<file path="src/rtl/dom_rand_pkg.sv">
// Shared definitions for the DOM GF(4) fresh-randomness generator.
// Holds the LFSR lane geometry, the zero-seed substitute, the control state
// encoding and the width functions that size the Z1/Z2/B output words so
// they line up with the paired GF(4) multiplier inputs.
package dom_rand_pkg;

  localparam int LANE_W = 32;

  // Feedback taps of x^32 + x^22 + x^2 + x + 1, as 1-based polynomial exponents
  localparam int TAP_A = 32;
  localparam int TAP_B = 22;
  localparam int TAP_C = 2;
  localparam int TAP_D = 1;

  // An all-zero LFSR state never leaves zero, so a zero seed is replaced
  localparam logic [LANE_W-1:0] ZERO_SEED_SUB = 32'h0000_0001;

  typedef enum logic [1:0] {
    IDLE   = 2'd0,
    WARMUP = 2'd1,
    RUN    = 2'd2,
    ERROR  = 2'd3
  } state_t;

  // Blinding randomness count of the paired multiplier (mirrors _blind_nrnd)
  function automatic int blindNrnd(input int shares, input int firstOrderOpt);
    if (shares < 2) return 0;
    if ((firstOrderOpt != 0) && (shares == 2)) return 1;
    return shares * (shares - 1);
  endfunction

  function automatic int rzWidth(input int shares);
    return 2 * shares * (shares - 1);
  endfunction

  function automatic int rbWidth(input int shares, input int firstOrderOpt);
    return 4 * blindNrnd(shares, firstOrderOpt);
  endfunction

  function automatic int rWidth(input int shares, input int firstOrderOpt);
    return 2 * rzWidth(shares) + rbWidth(shares, firstOrderOpt);
  endfunction

  function automatic int nLane(input int shares, input int firstOrderOpt);
    return (rWidth(shares, firstOrderOpt) + LANE_W - 1) / LANE_W;
  endfunction

endpackage

</file>
<file path="src/rtl/lfsr32_adv32.sv">
// One lane advance: 32 Fibonacci LFSR steps of x^32+x^22+x^2+x+1 unrolled
// combinationally, so every state bit is replaced on each advance.
// Ports:
//   StatexDI  current 32-bit lane state
//   StatexDO  lane state after 32 single-bit steps
module lfsr32_adv32
  import dom_rand_pkg::*;
(
  input  logic [LANE_W-1:0] StatexDI,
  output logic [LANE_W-1:0] StatexDO
);

  logic [LANE_W-1:0] stepxD;

  always_comb begin
    stepxD = StatexDI;
    // Newest bit enters at bit 0; bit k was inserted k steps ago
    for (int k = 0; k < LANE_W; k++) begin
      stepxD = {stepxD[LANE_W-2:0],
                stepxD[TAP_A-1] ^ stepxD[TAP_B-1] ^ stepxD[TAP_C-1] ^ stepxD[TAP_D-1]};
    end
    StatexDO = stepxD;
  end

endmodule

</file>
<file path="src/rtl/dom_rand_gen_gf4_paired.sv">
// Fresh-randomness source for the paired DOM GF(4) multipliers.
// A bank of NLANE 32-bit LFSR lanes is seeded, warmed up for WARMUP_CYCLES
// advances and then advanced only when the consumer pipeline advances.
// Ports:
//   ClkxCI        clock, rising edge
//   RstxBI        asynchronous active-low reset
//   SeedxDI       seed, lane i takes bits [32i+31:32i]
//   SeedValidxSI  load seed (ignored in ERROR)
//   EnablexSI     consumer advance; advances lanes while in RUN
//   _Z1xDO        remask word for multiplier 1
//   _Z2xDO        remask word for multiplier 2
//   _BxDO         blinding word
//   ValidxSO      words are fresh and usable
//   ErrorxSO      sticky: a lane reached the all-zero state
module dom_rand_gen_gf4_paired
  import dom_rand_pkg::*;
#(
  parameter int SHARES                   = 2,
  parameter int FIRST_ORDER_OPTIMIZATION = 1,
  parameter int WARMUP_CYCLES            = 16,
  localparam int RZ    = rzWidth(SHARES),
  localparam int RB    = rbWidth(SHARES, FIRST_ORDER_OPTIMIZATION),
  localparam int R     = rWidth(SHARES, FIRST_ORDER_OPTIMIZATION),
  localparam int NLANE = nLane(SHARES, FIRST_ORDER_OPTIMIZATION)
) (
  input  logic                    ClkxCI,
  input  logic                    RstxBI,
  input  logic [LANE_W*NLANE-1:0] SeedxDI,
  input  logic                    SeedValidxSI,
  input  logic                    EnablexSI,
  output logic [RZ-1:0]           _Z1xDO,
  output logic [RZ-1:0]           _Z2xDO,
  output logic [RB-1:0]           _BxDO,
  output logic                    ValidxSO,
  output logic                    ErrorxSO
);

  localparam int CNT_W = (WARMUP_CYCLES > 1) ? $clog2(WARMUP_CYCLES) : 1;
  localparam logic [CNT_W-1:0] CNT_LOAD = CNT_W'(WARMUP_CYCLES - 1);

  logic [LANE_W*NLANE-1:0] lanexDP, lanexDN;
  logic [LANE_W*NLANE-1:0] advxD;
  logic [LANE_W*NLANE-1:0] seedSubxD;
  logic [CNT_W-1:0]        cntxDP, cntxDN;
  state_t                  statexDP, statexDN;
  logic                    anyZeroxS;
  logic [R-1:0]            vecxD;

  for (genvar i = 0; i < NLANE; i++) begin : g_lane
    lfsr32_adv32 u_adv (
      .StatexDI (lanexDP[LANE_W*i +: LANE_W]),
      .StatexDO (advxD[LANE_W*i +: LANE_W])
    );

    assign seedSubxD[LANE_W*i +: LANE_W] =
      (SeedxDI[LANE_W*i +: LANE_W] == '0) ? ZERO_SEED_SUB : SeedxDI[LANE_W*i +: LANE_W];
  end

  always_comb begin
    statexDN  = statexDP;
    lanexDN   = lanexDP;
    cntxDN    = cntxDP;
    anyZeroxS = 1'b0;

    case (statexDP)
      IDLE: begin
        if (SeedValidxSI) begin
          lanexDN  = seedSubxD;
          cntxDN   = CNT_LOAD;
          statexDN = WARMUP;
        end
      end
      WARMUP: begin
        if (SeedValidxSI) begin
          lanexDN = seedSubxD;
          cntxDN  = CNT_LOAD;
        end else begin
          lanexDN = advxD;
          if (cntxDP == '0) statexDN = RUN;
          else              cntxDN   = cntxDP - CNT_W'(1);
        end
      end
      RUN: begin
        if (SeedValidxSI) begin
          lanexDN  = seedSubxD;
          cntxDN   = CNT_LOAD;
          statexDN = WARMUP;
        end else if (EnablexSI) begin
          lanexDN = advxD;
        end
      end
      ERROR: ;
      default: statexDN = IDLE;
    endcase

    // A lane that would hold zero after this edge can never recover
    if ((statexDP == WARMUP) || (statexDP == RUN)) begin
      for (int l = 0; l < NLANE; l++) begin
        if (lanexDN[LANE_W*l +: LANE_W] == '0) anyZeroxS = 1'b1;
      end
      if (anyZeroxS) statexDN = ERROR;
    end
  end

  // ---- register stage: lanes, warm-up counter, control state ----
  always_ff @(posedge ClkxCI or negedge RstxBI) begin
    if (!RstxBI) begin
      statexDP <= IDLE;
      lanexDP  <= '0;
      cntxDP   <= '0;
    end else begin
      statexDP <= statexDN;
      lanexDP  <= lanexDN;
      cntxDP   <= cntxDN;
    end
  end

  // ---- output stage: status decode, slicing, zero-forcing ----
  assign ValidxSO = (statexDP == RUN);
  assign ErrorxSO = (statexDP == ERROR);

  assign vecxD  = lanexDP[R-1:0] & {R{ValidxSO}};
  assign _BxDO  = vecxD[RB-1:0];
  assign _Z1xDO = vecxD[RB+RZ-1:RB];
  assign _Z2xDO = vecxD[R-1:RB+RZ];

endmodule

</file>
<file path="config.mk">
export PLATFORM = sky130hd
export DESIGN_NAME = dom_rand_gen_gf4_paired
export DESIGN_NICKNAME = d
export VERILOG_FILES = /design/src/rtl/dom_rand_pkg.sv /design/src/rtl/lfsr32_adv32.sv /design/src/rtl/dom_rand_gen_gf4_paired.sv
export SDC_FILE = /design/constraint.sdc
export NUM_CORES = 1
export LEC_CHECK = 0
export ABC_AREA = 1
export ABC_CLOCK_PERIOD_IN_PS = 14800
export CAP_MARGIN = 20
export CORE_ASPECT_RATIO = 2
export CORE_MARGIN = 5
export CORE_UTILIZATION = 42
export DETAILED_ROUTE_END_ITERATION = 7
export DONT_BUFFER_PORTS = 1
export GPL_ROUTABILITY_DRIVEN = 0
export PLACE_DENSITY = 0.63
export SLEW_MARGIN = 25
export SYNTH_ARGS = -nofsm -noshare
export SYNTH_HDL_FRONTEND = slang
export SYNTH_HIERARCHICAL = 1
export SYNTH_SLANG_ARGS = --single-unit
</file>
<file path="constraint.sdc">
create_clock -name ClkxCI -period 14.8 [get_ports ClkxCI]
set_clock_uncertainty 0.1 [all_clocks]
set_input_delay 1.48 -clock ClkxCI [delete_from_list [all_inputs] [get_ports ClkxCI]]
set_output_delay 1.48 -clock ClkxCI [all_outputs]
set_load 0.02 [all_outputs]
</file>
==> results_dict.tcl, run 1 <==
set metrics [dict create \
    pin_count 50 \
    synth.top_cells.by_area "sky130_fd_sc_hd__dfrtp_1 21%, sky130_fd_sc_hd__nand2_1 16%, sky130_fd_sc_hd__nand3_1 13%" \
    dieHeight_um 158 \
    synth_top_area_share_pct 20.7 \
    initial_core_util_pct 42.4 \
    final_area_sq_mm 0.00480 \
    cts-root-buf "sky130_fd_sc_hd__clkbuf_16" \
    finalSetupViolCount 0 \
    die-area_sq_mm 0.0132 \
    post_synth_num_cell_types 39 \
    dr.first_iter.drc_count 311 \
    clock_tree.buffer_depth 2 \
    cts_hold_repair.buffers 0 \
    grt_antenna_before_repair 0 \
    area_taken_by_multi_input_logic_gates_sq_mm 0.00318 \
    firstDrtPassIters 5 \
    detailedPlacementHpwl_mm 11.3 \
    crit_fanout 9 \
    grt_setup_unrepaired "no" \
    filler_cell_count 1162 \
    cts.sinks 38 \
    synth.cell_area_sq_mm 0.00459 \
    yosysWarnings 6 \
    first_pass_grt_wire_length_mm 23.0 \
    min-delay-path-class "register to register" \
    tritoncts "yes" \
    startpoint_type "register" \
    synth_nets 754 \
    cts-buffers-inserted 5 \
    core_region_area_sq_mm 0.0108 \
    fin_crit_ns 5.88 \
    post_synth_inst_count 713 \
    timing.final.max_slew_violations 0 \
    path_class "register to register" \
    synth_top_area_cell "sky130_fd_sc_hd__dfrtp_1" \
    end_kind "register" \
    post_cts_buffers 0 \
    grt_pass1_vias 4599 \
    num_rows 54 \
    finalWirelength_mm 14.4 \
    cap_violations 0 \
    fmax_ghz 0.170 \
    global_route.usage.total_pct 21.7 \
    critical_path_required_ns 14.92 \
    slowest_delay_ns 0.68 \
    critical_path.slowest_cell "sky130_fd_sc_hd__dfrtp_1" \
    detail-route-antenna-nets 0 \
    crit_path_frequent_cell "sky130_fd_sc_hd__nand3_1" \
    drc_errors 0 \
    syn_area_per_cell_sq_um 6.43 \
    hold_violations 0 \
    detailed_place.area_sq_mm 0.00465 \
    finalNetCount 741 \
    areaGrowthSynthToFinish_pct 4.58 \
    drive_above_1_share_pct 17.0 \
    clk_latency_ns 0.29 \
    n_antenna_cell 0 \
    cts_htree_levels 2 \
    avgViaCountPerCell 5.55 \
    detailroute.via_count 4667 \
    ys_ff_latch 38 \
    grt_start_max_net_pins 63 \
    regArea_sq_um 951 \
    numPortBuffers 0 \
    worst_setup_hold_path_clk_slew_ns 0.06 \
    synth_sequential_area_ratio_pct 20.7 \
    cts_resizes 0 \
    relSlewSlack_pct 33.3 \
    timing.final.crit_share_pct 39.7 \
    grt_remaining_overflow 0 \
    outcome "complete, no violations" \
    critical_path_arrival_ns 6.00 \
    wire_per_inst_um 17.1 \
    actual_slew_at_the_worst_max_slew_pin_ns 1.00 \
    final.setup.tns_ns 0 \
    die_w_um 83.9 \
]
[synthesized netlist by cell type (all sizes together)]
cell and instances:
a31oi 1, nand2 247, nor4 1, buf 15, inv 89, o21ai 30
nand4 4, nor3 1, o211ai 14, or2 17, nand3 138, clkbuf 6
a21oi 4, dfrtp 38, nand3b 13, xnor2 17, xor2 27, clkinv 1
ha 5, nor2 45
[routing by layer]
metal	wire length (um)	vias to the layer above	global-route usage (%)
li1	-	2249	-
met1	5400	2206	24.1
met2	7480	168	40.1
met3	732	44	2.14
met4	762	0	12.0
met5	0	-	0
[cells by family (layout without fill, tap and decap cells)]
| group | after synthesis | in the layout | share of synthesized area (%) |
|---|---|---|---|
| AND/OR/NAND/NOR | 466 | 466 | 51.6 |
| adder cells (fa/ha/maj) | 5 | 5 | 1.36 |
| flip-flops | 38 | 38 | 20.7 |
| AO/OA/AOI/OAI | 49 | 49 | 6.74 |
| XOR/XNOR | 44 | 44 | 9.55 |
| buffers and inverters | 111 | 99 | 9.98 |
[flip-flops by register name, summed over array words and instances (netlist names)]
register and cells:
cntxDP 4, lanexDP 32, statexDP 2
[worst paths after layout]
kind	endpoint	start	cells after the start	slack, ns
max	statexDP[1]	lanexDP[0]	48	8.92
min	cntxDP[0]	cntxDP[0]	1	0.39
max reg2reg	statexDP[1]	lanexDP[0]	48	8.92
min reg2reg	cntxDP[0]	cntxDP[0]	1	0.39
max in group asynchronous	lanexDP[26]	RstxBI	0	13.71
min in group asynchronous	cntxDP[2]	RstxBI	0	0.79
[through the flow]
step	utilization (%)	cells	hold WS [ns]	worst slack, ns
2_1_floorplan	-	713	0.353	9.99
3_3_place_gp	43.0	833	0.382	9.23
3_5_place_dp	43.0	833	0.385	9.01
4_1_cts	44.4	841	0.397	8.98
5_1_grt	44.4	841	0.422	8.30
6_report	44.4	841	0.395	8.92
[layout make-up]
cell class,instances,share of cell area (%)
clock buffers,7,2.97
clock inverters,1,0.104
inverters,90,7.04
multi-input cells,564,66.2
flip-flops and latches,38,19.8
well taps,140,3.65
repair buffers,1,0.156
[critical path: cells and delay by family, from the launching register on]
kind            cells  cell delay (ns)
simple gates       44             4.73
flops               1             0.68
buf+inv             3             0.21
compound gates      1             0.10
[placed cells by master, fill, tap and decap left out, types with 2 or more instances in the layout]
cell,count
sky130_fd_sc_hd__nand3b_1,12
sky130_fd_sc_hd__nand2_1,198
sky130_fd_sc_hd__xor2_1,24
sky130_fd_sc_hd__nor2_1,42
sky130_fd_sc_hd__inv_1,75
sky130_fd_sc_hd__nand3_2,19
sky130_fd_sc_hd__inv_2,14
sky130_fd_sc_hd__xor2_4,2
sky130_fd_sc_hd__ha_1,5
sky130_fd_sc_hd__nand3_4,2
sky130_fd_sc_hd__xnor2_1,16
sky130_fd_sc_hd__nand2_4,11
sky130_fd_sc_hd__nand4_1,4
sky130_fd_sc_hd__nor2_4,2
sky130_fd_sc_hd__a21oi_1,3
sky130_fd_sc_hd__nand3_1,117
sky130_fd_sc_hd__or2_2,16
sky130_fd_sc_hd__nand2_2,37
sky130_fd_sc_hd__dfrtp_1,38
sky130_fd_sc_hd__o21ai_1,3
sky130_fd_sc_hd__o21ai_0,26
sky130_fd_sc_hd__o211ai_1,13
sky130_fd_sc_hd__clkbuf_16,5
Power of run 1 is not shown: default switching activity piles up to over one toggle a cycle in this logic, so the estimate is an artifact.
==> run 2: changes to the inputs <==
--- a/config.mk
+++ b/config.mk
@@ -6,7 +6,7 @@
 export NUM_CORES = 1
 export LEC_CHECK = 0
 export ABC_AREA = 1
-export ABC_CLOCK_PERIOD_IN_PS = 14800
+export ABC_CLOCK_PERIOD_IN_PS = 4900
 export CAP_MARGIN = 20
 export CORE_ASPECT_RATIO = 2
 export CORE_MARGIN = 5
@@ -14,7 +14,7 @@
 export DETAILED_ROUTE_END_ITERATION = 7
 export DONT_BUFFER_PORTS = 1
 export GPL_ROUTABILITY_DRIVEN = 0
-export PLACE_DENSITY = 0.63
+export PLACE_DENSITY = 0.66
 export SLEW_MARGIN = 25
 export SYNTH_ARGS = -nofsm -noshare
 export SYNTH_HDL_FRONTEND = slang
==> constraint.sdc (replaced) <==
create_clock -name ClkxCI -period 4.9 [get_ports ClkxCI]
set_clock_uncertainty 0.1 [all_clocks]
set_input_delay 0.49 -clock ClkxCI [delete_from_list [all_inputs] [get_ports ClkxCI]]
set_output_delay 0.49 -clock ClkxCI [all_outputs]
set_load 0.02 [all_outputs]
==> run 2 against run 1 <==
- the run now ends with setup timing left
- count of clock-buffer cells in the layout is 1 lower
- utilization is 12 points higher
- first-iteration DRC count is 12% lower
- sequential cell count stayed put
- critical path depth stayed put
- largest cell class unchanged
==> results_dict.tcl, run 2 (synthesis gave the netlist of run 1 again) <==
set metrics [dict create \
    core_region_area_sq_mm 0.0108 \
    setup_slack_ns -0.675 \
    hold_violations 0 \
    crit_fanout 6 \
    firstDrtPassIters 4 \
    die-area_sq_mm 0.0132 \
    cts.sinks 38 \
    timing.final.max_slew_violations 0 \
    commonest_cells_after_routing_fill_and_taps_aside "179 x sky130_fd_sc_hd__nand2_1, 81 x sky130_fd_sc_hd__nand3_1, 78 x sky130_fd_sc_hd__buf_4" \
    area_taken_by_multi_input_logic_gates_sq_mm 0.00386 \
    worst_setup_hold_path_clk_slew_ns 0.06 \
    critical_path.slowest_cell "sky130_fd_sc_hd__dfrtp_2" \
    cap_violations 0 \
    final.setup.tns_ns -2.74 \
    grt_antenna_before_repair 0 \
    end_kind "register" \
    numPortBuffers 0 \
    slowest_delay_ns 0.49 \
    largest_reg_flops 32 \
    clk_latency_ns 0.29 \
    crit_path_frequent_cell "sky130_fd_sc_hd__nand2_4" \
    grt_pass1_vias 4941 \
    first_pass_grt_wire_length_mm 23.8 \
    num_rows 54 \
    pin_count 50 \
    path_buf_inv 4 \
    outcome "finished with violations" \
    most_crowded_layer_after_global_routing "met2" \
    fin_crit_ns 5.58 \
    critical_path_arrival_ns 5.70 \
    tritoncts "yes" \
    crit_family "simple AND/OR/NAND/NOR gates" \
    grt_remaining_overflow 0 \
    mostFrequentLayoutCell "sky130_fd_sc_hd__nand2_1" \
    use_met3_pct 3.02 \
    wire_per_inst_um 17.3 \
    dieHeight_um 158 \
    timing.final.crit_share_pct 114 \
    startpoint_type "register" \
    n_antenna_cell 0 \
    regMostFlops "lanexDP" \
    initial_core_util_pct 42.4 \
    detailedPlacementHpwl_mm 11.7 \
    reg.largest.list "lanexDP: 32 flops, cntxDP: 4 flops, statexDP: 2 flops" \
    cts-root-buf "sky130_fd_sc_hd__clkbuf_16" \
    dr.first_iter.drc_count 274 \
    relSlewSlack_pct 35.9 \
    clock_tree.buffer_depth 2 \
    grt_setup_unrepaired "yes" \
    detailroute.via_count 5002 \
    drive_above_1_share_pct 34.2 \
    path_class "register to register" \
    grt_util_met1_pct 22.8 \
    cts-buffers-inserted 5 \
    avgViaCountPerCell 5.43 \
    areaGrowthSynthToFinish_pct 33.6 \
    filler_cell_count 1001 \
    min-delay-path-class "input port to register" \
    drc_errors 0 \
    actual_slew_at_the_worst_max_slew_pin_ns 0.961 \
    detail-route-antenna-nets 0 \
    finalWirelength_mm 15.9 \
    finalNetCount 821 \
    cts_htree_levels 2 \
    fmax_ghz 0.179 \
    die_w_um 83.9 \
    met2_usage_pct 41.6 \
    critical_path_required_ns 5.03 \
    regArea_sq_um 956 \
    violations "setup timing" \
    grt_start_max_net_pins 63 \
    finalSetupViolCount 7 \
    global_route.usage.total_pct 22.6 \
]
[run 2: changes by cell type in the layout (fill, tap and decap cells not counted), sizes merged]
cell / before / now
clkbuf: 7 / 6
dlygate4sd3: 0 / 1
clkinv: 2 / 1
buf: 1 / 80
inv: 89 / 90
clkinvlp: 0 / 1
[run 2: path summary, 6_finish.rpt]
| path | cells after the start | from | slack (ns) | end |
|---|---|---|---|---|
| min reg2reg | 1 | cntxDP[0] | 0.40 | cntxDP[0] |
| max reg2reg | 48 | lanexDP[29] | -0.68 | statexDP[0] |
| max in group asynchronous | 2 | RstxBI | 3.92 | lanexDP[19] |
| max | 48 | lanexDP[29] | -0.68 | statexDP[0] |
| min in group asynchronous | 2 | RstxBI | 0.55 | lanexDP[3] |
| min | 2 | SeedxDI[21] | 0.29 | lanexDP[21] |
[run 2: area by class of cell]
cell class	count	area share, %
clock buffer	6	2.27
clock inverter	2	0.204
inverter	90	5.68
multi-input combinational	564	63.0
sequential	38	15.6
tap	140	2.86
timing repair buffer	81	10.4
[run 2: repair_timing]
action	CTS	global route
endpoints found under the setup margin	6	9
pin swaps	21	30
hold buffers	2	0
resized for setup	42	96
hold endpoints to repair	38	0
cloned	0	0
buffers inserted	8	12
[run 2: metrics by stage]
| step | cell area, sq um | worst slack (ns) | utilization [%] | hold slack (ns) | cells |
|---|---|---|---|---|---|
| 2_1_floorplan | 4590 | 0.0896 | - | 0.0944 | 713 |
| 3_3_place_gp | 5080 | -0.379 | 47.0 | 0.0957 | 891 |
| 3_5_place_dp | 5080 | -0.596 | 47.0 | 0.0960 | 891 |
| 4_1_cts | 5510 | -0.493 | 51.0 | 0.295 | 909 |
| 5_1_grt | 6130 | -1.10 | 56.7 | 0.296 | 921 |
| 6_report | 6130 | -0.675 | 56.7 | 0.293 | 921 |
[run 2: per-layer routing]
layer	share of wire, %	vias to the layer above
li1	-	2419
met1	35	2315
met2	51	199
met3	4.6	69
met4	8.7	0
met5	0	-
Power of run 2 is left out for the same reason.
